==> config.mk <==
export PLATFORM = sky130hd
export DESIGN_NAME = instruction_fetch
export DESIGN_NICKNAME = d
export VERILOG_FILES = /design/src/rtl/protocore_pkg.sv /design/src/rtl/fetch_buffer.sv /design/src/rtl/instruction_fetch.sv
export SDC_FILE = /design/constraint.sdc
export NUM_CORES = 1
export LEC_CHECK = 0
export CAP_MARGIN = 20
export CORE_MARGIN = 1
export CORE_UTILIZATION = 56
export DETAILED_ROUTE_END_ITERATION = 16
export PLACE_DENSITY_LB_ADDON = 0.3
export RECOVER_POWER = 25
export SYNTH_ARGS = -nofsm -noshare
export SYNTH_HDL_FRONTEND = slang
export SYNTH_HIERARCHICAL = 1
export SYNTH_SLANG_ARGS = --single-unit
==> constraint.sdc <==
create_clock -name clk -period 4.6 [get_ports clk]
set_input_delay 0.92 -clock clk [delete_from_list [all_inputs] [get_ports clk]]
set_output_delay 0.92 -clock clk [all_outputs]
set_load 0.05 [all_outputs]
==> src/rtl/protocore_pkg.sv <==
// protocore_pkg: shared widths, reset PC and fetch-stage types
package protocore_pkg;
    localparam int ADDR_W = 8;
    localparam int INSTR_W = 24;
    localparam logic [ADDR_W-1:0] RESET_PC = '0;
    typedef enum logic {IDLE, RUN} fetch_state_e;
    typedef struct packed {
        logic [INSTR_W-1:0] instr;
        logic [ADDR_W-1:0]  pc;
    } fetch_entry_t;
endpackage

==> src/rtl/fetch_buffer.sv <==
// fetch_buffer: 2-entry in-order output/skid buffer with valid/ready and synchronous flush
module fetch_buffer
    import protocore_pkg::*;
(
    input  logic               clk,
    input  logic               rst_n,
    input  logic               flush,
    input  logic               in_valid,
    input  logic [INSTR_W-1:0] in_instr,
    input  logic [ADDR_W-1:0]  in_pc,
    input  logic               out_ready,
    output logic               out_valid,
    output logic               skid_valid,
    output logic [INSTR_W-1:0] out_instr,
    output logic [ADDR_W-1:0]  out_pc
);
    fetch_entry_t out_q, out_d, skid_q, skid_d, in_e;
    logic out_valid_q, out_valid_d, skid_valid_q, skid_valid_d, fire;
    always_comb begin
        fire = out_valid_q & out_ready;
        in_e = '{instr: in_instr, pc: in_pc};
        out_d = out_q;
        skid_d = skid_q;
        out_valid_d = out_valid_q;
        skid_valid_d = skid_valid_q;
        if (flush) begin
            out_valid_d = 1'b0;
            skid_valid_d = 1'b0;
        end else if (fire && skid_valid_q) begin
            out_d = skid_q;
            skid_valid_d = in_valid;
            skid_d = in_valid ? in_e : skid_q;
        end else if (!out_valid_q || fire) begin
            out_valid_d = in_valid;
            out_d = in_valid ? in_e : out_q;
        end else if (in_valid) begin
            skid_valid_d = 1'b1;
            skid_d = in_e;
        end
    end
    always_ff @(posedge clk or negedge rst_n) begin
        if (!rst_n) begin
            out_q <= '0;
            skid_q <= '0;
            out_valid_q <= 1'b0;
            skid_valid_q <= 1'b0;
        end else begin
            out_q <= out_d;
            skid_q <= skid_d;
            out_valid_q <= out_valid_d;
            skid_valid_q <= skid_valid_d;
        end
    end
    assign out_valid = out_valid_q;
    assign skid_valid = skid_valid_q;
    assign out_instr = out_q.instr;
    assign out_pc = out_q.pc;
endmodule

==> src/rtl/instruction_fetch.sv <==
// instruction_fetch: PC, run/idle FSM and read issue for the instruction RAM
module instruction_fetch
    import protocore_pkg::*;
(
    input  logic               clk,
    input  logic               rst_n,
    input  logic               run,
    input  logic               redirect_valid,
    input  logic [ADDR_W-1:0]  redirect_pc,
    output logic [ADDR_W-1:0]  imem_addr,
    input  logic [INSTR_W-1:0] imem_rdata,
    output logic               instr_valid,
    input  logic               instr_ready,
    output logic [INSTR_W-1:0] instr,
    output logic [ADDR_W-1:0]  instr_pc
);
    fetch_state_e state_q, state_d;
    logic [ADDR_W-1:0] pc_q, pc_d, pending_pc_q, pending_pc_d;
    logic pending_q, pending_d, skid_valid, issue;
    logic [1:0] occupancy;
    // issue only while the buffer can still absorb this read's response
    always_comb begin
        occupancy = 2'(instr_valid) + 2'(skid_valid) + 2'(pending_q) - 2'(instr_valid & instr_ready);
        issue = (state_q == RUN) && run && !redirect_valid && (occupancy <= 2'd1);
        state_d = run ? RUN : IDLE;
        pending_d = issue;
        pending_pc_d = issue ? pc_q : pending_pc_q;
        pc_d = redirect_valid ? redirect_pc : issue ? pc_q + ADDR_W'(1) : pc_q;
    end
    always_ff @(posedge clk or negedge rst_n) begin
        if (!rst_n) begin
            state_q <= IDLE;
            pc_q <= RESET_PC;
            pending_q <= 1'b0;
            pending_pc_q <= '0;
        end else begin
            state_q <= state_d;
            pc_q <= pc_d;
            pending_q <= pending_d;
            pending_pc_q <= pending_pc_d;
        end
    end
    assign imem_addr = pc_q;
    fetch_buffer u_buf (
        .clk       (clk),
        .rst_n     (rst_n),
        .flush     (redirect_valid),
        .in_valid  (pending_q),
        .in_instr  (imem_rdata),
        .in_pc     (pending_pc_q),
        .out_ready (instr_ready),
        .out_valid (instr_valid),
        .skid_valid(skid_valid),
        .out_instr (instr),
        .out_pc    (instr_pc)
    );
endmodule

==> results.py <==
metrics = {
    "outcome": {
        "run_status": "finished with violations",
        "violations": "design-rule violations, max-capacitance violations, max-slew violations",
    },
    "floorplan": {
        "die_area_um2": 7800,
        "initial_core_util_pct": 57.84,
        "fp.dieW_um": 88.32,
        "io_pins": 78,
        "coreArea_um2": 7214,
        "die_height_um": 88.32,
        "num_rows": 31,
    },
    "global_route": {
        "antenna_found_initial": 0,
        "grt_max_degree": 85,
        "grt_pass1_wl_um": 12350,
        "overflow": 0,
        "grt_usage_pct": 21.03,
        "grt_pass1_vias": 2550,
    },
    "timing": {
        "worst_pin_slew_ns": 1.679,
        "max_clock_freq_ghz": 0.3085,
        "grt_setup_unrepaired": "false",
        "holdWs_ns": 0.5123,
        "clock_skew_ns": 0.01343,
        "finalHoldViolCount": 0,
        "finalSetupViolations": 0,
        "setup_tns_ns": 0,
        "min_period_over_period_pct": 70.47,
        "relSlewSlack_pct": -11.91,
        "fin_crit_ns": 3.241,
        "slew_viol_final": 72,
    },
    "placed_design": {
        "place.gp.congestion": 0.8092,
        "dp_hpwl_um": 5089,
        "port_buffers": 77,
        "place_area_um2": 4962,
    },
    "detailed_routing": {
        "wl_per_cell_um": 16.81,
        "wl_met3_um": 306,
        "routed_via_density": 5.405,
        "maxUsedRoutingLayer": "met4",
        "drtPass1Iterations": 10,
        "vias": 2454,
        "drc": 2,
        "postRouteAntennaNets": 0,
        "routed_wl_um": 7634,
        "routed-wl-met2_um": 3799,
        "drt_iter0_drc": 106,
        "routedLengthMet1_um": 3409,
    },
    "yosys": {
        "synthMuxAreaShare_pct": 36.19,
        "postSynthAreaPerCell_um2": 15.34,
        "synth_top_family_by_area": "multiplexers",
        "seq_area_frac_synth_pct": 50.37,
        "syn_nets": 312,
        "ys_ff_latch": 84,
        "synthAdderAreaFrac_pct": 0.8996,
        "synth_area_um2": 4173,
        "netlist.top_cell.by_area": "dfrtp_1",
        "syn_inst": 272,
        "synth_xor_area_share_pct": 0.2099,
        "synth.area.top_cells": "dfrtp_1 50%, mux2_4 24%, mux2_2 10%",
        "yosysUniqueCellTypes": 39,
        "synth_compound_area_share_pct": 2.699,
        "ys_warn_count": 6,
        "yosys.area.top_type_share_pct": 50.37,
        "yosys.area_share.simple_pct": 6.357,
    },
    "worst_setup_path": {
        "worst_setup_path_end_kind": "register",
        "criticalPathCategory": "in -> reg",
        "arrival_ns": 3.45,
        "cp_data_required_time_ns": 4.81,
        "crit_path_start": "instr_ready",
        "worstPathMaxFanout": 5,
        "timing.rr.start": "u_buf/out_valid",
        "start_kind": "input pin",
        "r2r_cells": 8,
    },
    "clock_tree": {
        "numCtsBuffers": 9,
        "clock_path_buffers": 2,
        "post_cts_buffers": 0,
        "clk-insertion-delay-late_ns": 0.34,
        "clk_pin_slew_ns": 0.08,
        "cts_max_level": 3,
        "post_cts_resize_count": 0,
        "cts-root-buf": "clkbuf_8",
        "cts_sinks": 84,
        "cts_tree": "yes",
        "holdBufCountCts": 0,
    },
    "power": {
        "p_seq_share_pct": 41.4,
        "switching_share_pct": 35.64,
        "p_sw_mw": 0.8405,
        "comb_power_share_pct": 37.5,
        "internal_power_mw": 1.518,
        "p_per_area_nw_per_um2": 458.4,
        "ir_drop_uv": 243.2,
        "clockPowerShare_pct": 21.1,
        "total_leakage_power_nw": 2.431,
    },
    "worst_hold_path": {
        "holdPathStages": 1,
        "hold_start": "u_buf/out_instr[15]",
        "hp-class": "reg -> reg",
    },
    "layout": {
        "mostFrequentLayoutCells": "84 x dfrtp_1, 76 x clkdlybuf4s50_1, 68 x mux2_4",
        "finish.net_count": 391,
        "layout-drive-gt1-share_pct": 36.90,
        "fillCellCount": 492,
        "final_area_um2": 5145,
        "area_growth_pct": 23.30,
        "final_common_cell": "dfrtp_1",
        "antenna_cells": 0,
    },
    "flow_run": {
        "cap_violations": 1,
    },
}
-- cell type report --
type / instances / area, µm² / area share [%]
sequential: 84 / 2102 / 40.86
multi-input combinational: 172 / 1934 / 37.60
timing repair buffer: 81 / 792.0 / 15.39
clock buffer: 10 / 127.6 / 2.481
tap: 99 / 123.9 / 2.408
clock inverter: 5 / 53.80 / 1.046
inverter: 3 / 11.26 / 0.2189
-- power by group through the flow --
stage	Combinational, mW	Sequential, mW	Clock [mW]
after floorplan	0.262	1.31	0
after global placement	0.872	0.983	0
after detailed placement	0.887	0.990	0
after CTS	0.890	0.977	0.507
after global routing	0.926	0.996	0.544
final	0.884	0.977	0.498
-- stage by stage --
step / setup WS, ns / cells / total power, mW / utilization (%)
floorplan: 1.684 / 272 / 1.573 / -
global route: 1.259 / 454 / 2.466 / 71.31
detailed placement: 1.033 / 438 / 1.877 / 68.78
CTS: 1.368 / 453 / 2.375 / 71.30
global placement: 1.092 / 438 / 1.854 / 68.78
finish: 1.359 / 454 / 2.358 / 71.31
-- cell usage after synthesis (all sizes together) --
library cell / number
a21oi: 4
a22oi: 4
a2bb2oi: 1
a31oi: 1
and2: 2
and3: 1
buf: 11
clkbuf: 2
dfrtp: 84
ha: 3
inv: 3
mux2: 105
mux2i: 6
nand2: 8
nand2b: 2
nand3: 6
nand3b: 2
nand4: 2
nand4b: 2
nor2: 4
nor2b: 4
nor3: 4
nor3b: 1
nor4: 1
o21ai: 3
o31a: 2
or2b: 1
or3: 1
or3b: 1
xnor2: 1
-- logic make-up (layout without fill, tap and decap cells) --
group,Yosys count,after routing
and+or+nand+nor,42,42
adders and majority gates,3,3
xor gates and xnor gates,1,1
muxes,111,111
buffers and inverters,16,99
DFF,84,84
AOI/OAI and AO/OA,15,15
-- path summary, 6_finish.rpt --
path / slack [ns] / endpoint
worst max-delay path: 1.36 / imem_addr[7]
worst min-delay path: 0.51 / u_buf/out_instr[15]
worst max register to register: 1.87 / imem_addr[7]
worst min register to register: 0.51 / u_buf/out_instr[15]
max in group asynchronous: 1.90 / imem_addr[7]
min in group asynchronous: 0.61 / u_buf/skid_q[29]
-- worst max-delay path: stages --
cell and delay (ns):
clkdlybuf4s50_1 0.52, and2_1 0.20, ha_1 0.27, inv_1 0.04
ha_1 0.31, a21oi_4 0.23, mux2_2 0.39, o31a_1 0.30
o31a_1 0.28
-- state kept, by name, indices dropped and copies added (netlist names) --
name and count:
state_q 1, u_buf/out_pc 8, imem_addr 8, u_buf/out_instr 24
u_buf/skid_valid 1, pending_q 1, u_buf/out_valid 1, pending_pc_q 8
u_buf/skid_q 32
-- layer usage --
metal / vias to the layer above / track usage (%)
met2: 66 / 35.24
li1: 1142 / -
met1: 1234 / 26.85
met3: 12 / 4.198
met5: - / 0
met4: 0 / 8.504
(Power assumes the default switching activity.)
